$ cat src/rtl/csa_tree_pipe_if.sv
// csa_tree_pipe_if: operand-set input and carry-save/sum result bundle for csa_tree_pipe
interface csa_tree_pipe_if #(
    parameter int WIDTH = 32,
    parameter int NOPS  = 4,
    parameter int TAG_W = 8
);
    logic                  ce;
    logic                  in_valid;
    logic [TAG_W-1:0]      in_tag;
    logic [NOPS*WIDTH-1:0] in_ops;
    logic                  out_valid;
    logic [TAG_W-1:0]      out_tag;
    logic [WIDTH-1:0]      out_vs;
    logic [WIDTH-1:0]      out_vc;
    logic [WIDTH-1:0]      out_sum;

    modport master (
        output ce, in_valid, in_tag, in_ops,
        input  out_valid, out_tag, out_vs, out_vc, out_sum
    );

    modport slave (
        input  ce, in_valid, in_tag, in_ops,
        output out_valid, out_tag, out_vs, out_vc, out_sum
    );
endinterface

$ cat src/rtl/csa_tree_pipe.sv
// csa_tree_pipe: pipelined 3:2 carry-save tree reducing NOPS words to (vs, vc), optional final add
module csa_tree_pipe #(
    parameter int WIDTH   = 32,
    parameter int NOPS    = 4,
    parameter int RESOLVE = 1,
    parameter int TAG_W   = 8
) (
    input logic             clk,
    input logic             reset,
    csa_tree_pipe_if.slave  bus
);
    function automatic int next_cnt(input int n);
        return 2 * (n / 3) + n % 3;
    endfunction

    function automatic int cnt_at(input int l);
        int n = NOPS;
        for (int i = 0; i < l; i++) n = next_cnt(n);
        return n;
    endfunction

    function automatic int n_levels();
        int n = NOPS;
        int l = 0;
        while (n > 2) begin
            n = next_cnt(n);
            l++;
        end
        return l;
    endfunction

    localparam int L = n_levels();

    if (NOPS < 3 || NOPS > 6) begin : g_bad
        $error("csa_tree_pipe: NOPS must be in 3..6");
    end

    // Level 0 is the raw input; level l>0 is the register after the l-th compressor row.
    for (genvar l = 0; l <= L; l++) begin : g_lv
        localparam int N = cnt_at(l);
        logic [WIDTH-1:0] w [N];
        logic             v;
        logic [TAG_W-1:0] t;
        if (l == 0) begin : g_in
            for (genvar j = 0; j < N; j++) begin : g_w
                assign w[j] = bus.in_ops[j*WIDTH +: WIDTH];
            end
            assign v = bus.in_valid;
            assign t = bus.in_tag;
        end else begin : g_reg
            localparam int P = cnt_at(l - 1);
            localparam int T = P / 3;
            logic [WIDTH-1:0] d [N];
            for (genvar j = 0; j < N; j++) begin : g_w
                if (j < 2 * T) begin : g_c
                    logic [WIDTH-1:0] x, y, z;
                    assign x = g_lv[l-1].w[3*(j/2)];
                    assign y = g_lv[l-1].w[3*(j/2)+1];
                    assign z = g_lv[l-1].w[3*(j/2)+2];
                    // Carry word shifts left; the majority MSB falls off (mod 2^WIDTH).
                    assign d[j] = (j % 2 == 0) ? x ^ y ^ z : ((x & y) | (x & z) | (y & z)) << 1;
                end else begin : g_p
                    assign d[j] = g_lv[l-1].w[3*T + j - 2*T];
                end
            end
            always_ff @(posedge clk or posedge reset)
                if (reset) begin
                    v <= 1'b0;
                    t <= '0;
                    w <= '{default: '0};
                end else if (bus.ce) begin
                    v <= g_lv[l-1].v;
                    t <= g_lv[l-1].t;
                    w <= d;
                end
        end
    end

    if (RESOLVE != 0) begin : g_res
        always_ff @(posedge clk or posedge reset)
            if (reset) begin
                bus.out_valid <= 1'b0;
                bus.out_tag   <= '0;
                bus.out_vs    <= '0;
                bus.out_vc    <= '0;
                bus.out_sum   <= '0;
            end else if (bus.ce) begin
                bus.out_valid <= g_lv[L].v;
                bus.out_tag   <= g_lv[L].t;
                bus.out_vs    <= g_lv[L].w[0];
                bus.out_vc    <= g_lv[L].w[1];
                bus.out_sum   <= g_lv[L].w[0] + g_lv[L].w[1];
            end
    end else begin : g_raw
        assign bus.out_valid = g_lv[L].v;
        assign bus.out_tag   = g_lv[L].t;
        assign bus.out_vs    = g_lv[L].w[0];
        assign bus.out_vc    = g_lv[L].w[1];
        assign bus.out_sum   = '0;
    end
endmodule
$ cat src/flat_wrapper.sv
// flat-port wrapper written by rule: the top's interface ports become plain ports
module csa_tree_pipe_flat 
#(
    parameter int WIDTH   = 32,
    parameter int NOPS    = 4,
    parameter int RESOLVE = 1,
    parameter int TAG_W   = 8
)
  (clk, reset, bus_ce, bus_in_valid, bus_in_tag, bus_in_ops, bus_out_valid, bus_out_tag, bus_out_vs, bus_out_vc, bus_out_sum);
  csa_tree_pipe_if #(.WIDTH(WIDTH), .NOPS(NOPS), .TAG_W(TAG_W)) bus_i ();
  input logic clk;
  input logic reset;
  input wire logic [$bits(bus_i.ce)-1:0] bus_ce;
  input wire logic [$bits(bus_i.in_valid)-1:0] bus_in_valid;
  input wire logic [$bits(bus_i.in_tag)-1:0] bus_in_tag;
  input wire logic [$bits(bus_i.in_ops)-1:0] bus_in_ops;
  output wire logic [$bits(bus_i.out_valid)-1:0] bus_out_valid;
  output wire logic [$bits(bus_i.out_tag)-1:0] bus_out_tag;
  output wire logic [$bits(bus_i.out_vs)-1:0] bus_out_vs;
  output wire logic [$bits(bus_i.out_vc)-1:0] bus_out_vc;
  output wire logic [$bits(bus_i.out_sum)-1:0] bus_out_sum;
  assign bus_i.ce = bus_ce;
  assign bus_i.in_valid = bus_in_valid;
  assign bus_i.in_tag = bus_in_tag;
  assign bus_i.in_ops = bus_in_ops;
  assign bus_out_valid = bus_i.out_valid;
  assign bus_out_tag = bus_i.out_tag;
  assign bus_out_vs = bus_i.out_vs;
  assign bus_out_vc = bus_i.out_vc;
  assign bus_out_sum = bus_i.out_sum;
  csa_tree_pipe #(.WIDTH(WIDTH), .NOPS(NOPS), .RESOLVE(RESOLVE), .TAG_W(TAG_W)) u_core (.clk(clk), .reset(reset), .bus(bus_i));
endmodule
$ cat config.mk
export PLATFORM = sky130hd
export DESIGN_NAME = csa_tree_pipe_flat
export DESIGN_NICKNAME = d
export VERILOG_FILES = /design/src/rtl/csa_tree_pipe_if.sv /design/src/rtl/csa_tree_pipe.sv /design/src/flat_wrapper.sv
export SDC_FILE = /design/constraint.sdc
export NUM_CORES = 1
export LEC_CHECK = 0
export CAP_MARGIN = 20
export CORE_ASPECT_RATIO = 0.6
export CORE_UTILIZATION = 45
export DETAILED_ROUTE_END_ITERATION = 16
export PLACE_DENSITY = 0.79
export RECOVER_POWER = 100
export SYNTH_ARGS = -nofsm -noshare
export SYNTH_HDL_FRONTEND = slang
export SYNTH_SLANG_ARGS = --single-unit
$ cat constraint.sdc
create_clock -name clk -period 12.5 [get_ports clk]
set_input_delay 1.875 -clock clk [delete_from_list [all_inputs] [get_ports clk]]
set_output_delay 1.875 -clock clk [all_outputs]
set_load 0.005 [all_outputs]
Yosys cells after proc, flatten, opt, wreduce, memory -nomap -nowiden --
Cells that the tools add are included.
Storage, ports and cells: bits in registers 280, input port bits 140
Cells by class: add/subtract/negate cells 1, bitwise logic cells 14
Operator list (number):
- 31-bit AND | 6
- 32-bit bitwise XOR | 4
- 31-bit OR | 4
- 32-bit adder | 1

Depth between registers and ports, before layout --
depth in word-level cells 3, depth in mapped cells 10, gate-level depth less buffers 10

Least setup slack after synthesis --
Ideal clock, no wire load.
kind input port to flip-flop, from input port bus_ce, to register u_core.bus.out_tag[2], arrival 3142 ps, slack 9234 ps, stages 4, cell sequence clkbuf_1 -> buf_1 -> buf_1 -> mux2_2
RTL lines:
- from (decl) | RTL line flat_wrapper.sv:13 | input wire logic [$bits(bus_i.ce)-1:0] bus_ce;
- to (signal assigned) | RTL line csa_tree_pipe.sv:89 | bus.out_tag <= g_lv[L].t;
- to (decl) | RTL line csa_tree_pipe_if.sv:24 | output out_valid, out_tag, out_vs, out_vc, out_sum
No word-level cell between the ends.

==> run_results.csv <==
group,metric,value,unit
global_routing,grt_pass1_vias,8594,
pwr,pwr-share-seq,37.4,%
placed_design,dpl.hpwl,20.55,mm
synthesis,synth_cells,903,
synthesis,synth_cell_types,54,
clock_tree,insertion_delay,550,ps
worst_setup_path,crit_arrival,7840,ps
synthesis,synth_area_leader_cell,"dfrtp_1",
detailed_routing,drc,0,
finish,area_delta_synth_final,27.51,%
pwr,internal_power,2.431,mW
sta,post-route-period-util,59.04,%
sta,finalHoldViolCount,0,
worst_setup_path,r2r_end,"u_core.bus.out_sum[21]$_DFFE_PP0P_",
worst_setup_path,start_kind,"input pin",
min_path,holdCritPathClass,"reg2reg",
finish,num_antenna_cells,0,
synthesis,netlist.area_leader.share,52.65,%
floorplan,rows,48,
sta,fmax,135.5,MHz
sta,relSlewSlack,-289.5,%
worst_setup_path,path_max_fanout,124,
sta,period_minus_slack,7380,ps
floorplan,die_w,223.6,um
placed_design,gp_congestion,0.8798,
synthesis,synthesis.nets,1136,
global_routing,grt_antenna_before_repair,0,
detailed_routing,via_count,8164,
worst_setup_path,crit_required,12960,ps
synthesis,synthTopCellsByCount,"dfrtp_1, mux2_2, fa_1",
finish,final_core_util,58.65,%
detailed_routing,drt_first_pass_iters,5,
detailed_routing,vias_per_cell,5.326,
global_routing,gr-total-overflow,0,
pwr,p_clk_share,23.2,%
synthesis,postSynthAreaPerCell,14.68,um2
pwr,swShare,33.25,%
clock_tree,cts_sinks,279,
worst_setup_path,critPathKind,"in2reg",
detailed_routing,drt-initial-drc-count,438,
clock_tree,cts_hold_buffers,0,
synthesis,synthFlopType,"dfrtp_1",
global_routing,grt_max_degree,134,
floorplan,coreArea,0.02883,mm2
worst_setup_path,r2r_start,"u_core.g_lv[2].w[1]$_DFFE_PP0P_",
worst_setup_path,r2r_slack,9350,ps
clock_tree,cts_setup_buffers,0,
clock_tree,tritoncts,"done",
floorplan,die_area,0.03018,mm2
floorplan,io_pins,245,
synthesis,synth-edff-count,0,
global_routing,track_usage,19.39,%
detailed_routing,antenna_left,0,
synthesis,ys_top_cells_by_area,"dfrtp_1, mux2_2, fa_1, ha_1, xnor2_1",
synthesis,yosysWarnings,0,
sta,fin_skew,29.94,ps
pwr,switching_power,1.211,mW
worst_setup_path,end_kind,"flip-flop",
finish,nets,1371,
sta,drv_slew,219,
flow_run,cap_violations,2,
pwr,ir_worst_vdd,0.09601,mV
synthesis,syn-cell-area,0.01326,mm2
finish,drive_above_1_share,28.76,%
pwr,comb_power_share,39.4,%
synthesis,synthArstFlopShare,100.0,%
detailed_routing,wl_per_cell,18.55,um
synthesis,ys_ff_latch,279,
status,status,"finished, violations left",
sta,setup_viol,0,
clock_tree,cts_resized,0,
clock_tree,clkSlewWorstSetupHoldPaths,70,ps
global_routing,grt_first_pass_wirelength,46.51,mm
pwr,powerDensity,215.4,mW/mm2
floorplan,die_h,135.0,um
sta,tns,0,ps
clock_tree,cts_root_buf,"clkbuf_16",
clock_tree,cts_max_level,1,
clock_tree,cts_max_path_buffers,3,
min_path,holdPathEnd,"u_core.g_lv[2].t[6]$_DFFE_PP0P_",
sta,worst_pin_slew,5843,ps
min_path,hp-start,"u_core.g_lv[1].t[6]$_DFFE_PP0P_",
worst_setup_path,reg2regPathDepth,10,
pwr,power.leakage,7.007,nW
sta,rsz0062_at_grt,"false",
synthesis,yosysMostFrequentCell,"dfrtp_1",
placed_design,numPortBuffers,243,
status,violations,"max-capacitance violations, max-slew violations",
detailed_routing,routed_wl,28.44,mm
min_path,whs_path_depth,1,
floorplan,start_util,46.00,%
synthesis,seq_area_frac_synth,52.65,%
clock_tree,cts_buffers,27,
## metal layers
| layer | wire length [um] | vias to the layer above | track usage [%] |
|---|---|---|---|
| li1 | - | 3686 | - |
| met1 | 13260 | 4165 | 28.58 |
| met2 | 12510 | 280 | 28.71 |
| met3 | 2380 | 33 | 5.962 |
| met4 | 289 | 0 | 2.854 |
| met5 | 0 | - | 0 |
## worst max-delay path by stage
| stage | from | endpoint | slack, ps | cells after the start |
|---|---|---|---|---|
| floorplan | reset | u_core.bus.out_sum[10]$_DFFE_PP0P_ | 2930 | 1 |
| global placement | bus_ce | u_core.bus.out_sum[25]$_DFFE_PP0P_ | 7170 | 5 |
| detailed placement | bus_ce | u_core.bus.out_sum[25]$_DFFE_PP0P_ | 7090 | 5 |
| CTS | bus_ce | u_core.bus.out_sum[25]$_DFFE_PP0P_ | 7680 | 5 |
| global route | bus_ce | u_core.bus.out_sum[25]$_DFFE_PP0P_ | 4660 | 5 |
| finish | bus_ce | u_core.bus.out_sum[25]$_DFFE_PP0P_ | 5120 | 5 |
## stage by stage
stage          cells  setup WS (ps)  cell area, um2  total power [mW]  hold slack (ps)
6_report        1533           5120           16910             3.643            499.1
5_1_grt         1533           4658           16910             3.892            515.1
4_1_cts         1533           7676           16920             3.730            484.5
3_5_place_dp    1484           7088           16000             2.862            493.6
3_3_place_gp    1484           7173           16000             2.819            479.1
2_1_floorplan    903           2931           13260             2.225            474.9
## logic make-up (layout without fill, tap and decap cells)
group	Yosys count	count (layout)	share of synthesized area, %
compound gates	106	106	5.303
flops	279	279	52.65
other cells	1	1	0.02828
fa+ha+maj	93	93	12.29
simple gates	68	68	2.633
buf+inv	52	307	1.821
xor+xnor	30	30	1.981
mux	274	274	23.30
## power by group through the flow
stage	Clock [mW]	Combinational, mW	Sequential [mW]
3_5_place_dp	0	1.47	1.39
4_1_cts	0.871	1.49	1.37
3_3_place_gp	0	1.44	1.37
2_1_floorplan	0	0.886	1.34
6_report	0.845	1.43	1.36
5_1_grt	0.910	1.58	1.40
## placed cells by master, fill, tap and decap left out, types with 5 or more instances in the layout
master | synthesis | routed
inv_1 | 11 | 10
ha_1 | 31 | 31
nand2_1 | 17 | 17
nand3_1 | 12 | 12
dfrtp_1 | 279 | 279
clkbuf_1 | 26 | 5
clkbuf_16 | 0 | 27
o211ai_1 | 7 | 7
dlygate4sd3_1 | 0 | 121
xnor2_1 | 24 | 24
xor2_1 | 6 | 6
clkinv_2 | 0 | 7
a21oi_1 | 35 | 35
nor2_1 | 12 | 12
fa_1 | 62 | 62
nand4_1 | 7 | 7
clkdlybuf4s50_1 | 0 | 121
a21o_1 | 9 | 9
o21ai_0 | 18 | 18
mux2_2 | 273 | 271
## area by class of cell
class,count,area [um2]
Fill cell,2268,11920
Sequential cell,279,6982
Multi-Input combinational cell,572,6037
Timing Repair Buffer,247,2464
Clock buffer,33,718.2
Tap cell,375,469.2
Clock inverter,16,196.4
Inverter,11,42.54
## critical path, cell delays in order
cell and delay [ps]:
buf_8 620, clkbuf_1 3180, buf_4 1180, or4b_2 640
o211ai_1 200
## registers in the layout, indices dropped and copies added (netlist names)
register,cells
u_core.g_lv.w,63
u_core.g_lv.g_reg.g_w.g_c.z,32
u_core.g_lv.g_reg.g_w.g_c.x,32
u_core.bus.out_vs,32
u_core.bus.out_sum,31
u_core.bus.out_vc,31
u_core.g_lv.v,2
u_core.bus.out_tag,8
u_core.g_lv.g_reg.g_w.g_c.y,31
u_core.g_lv.t,16
u_core.bus.out_valid,1
Note: power is estimated with default switching activity, not from simulation.
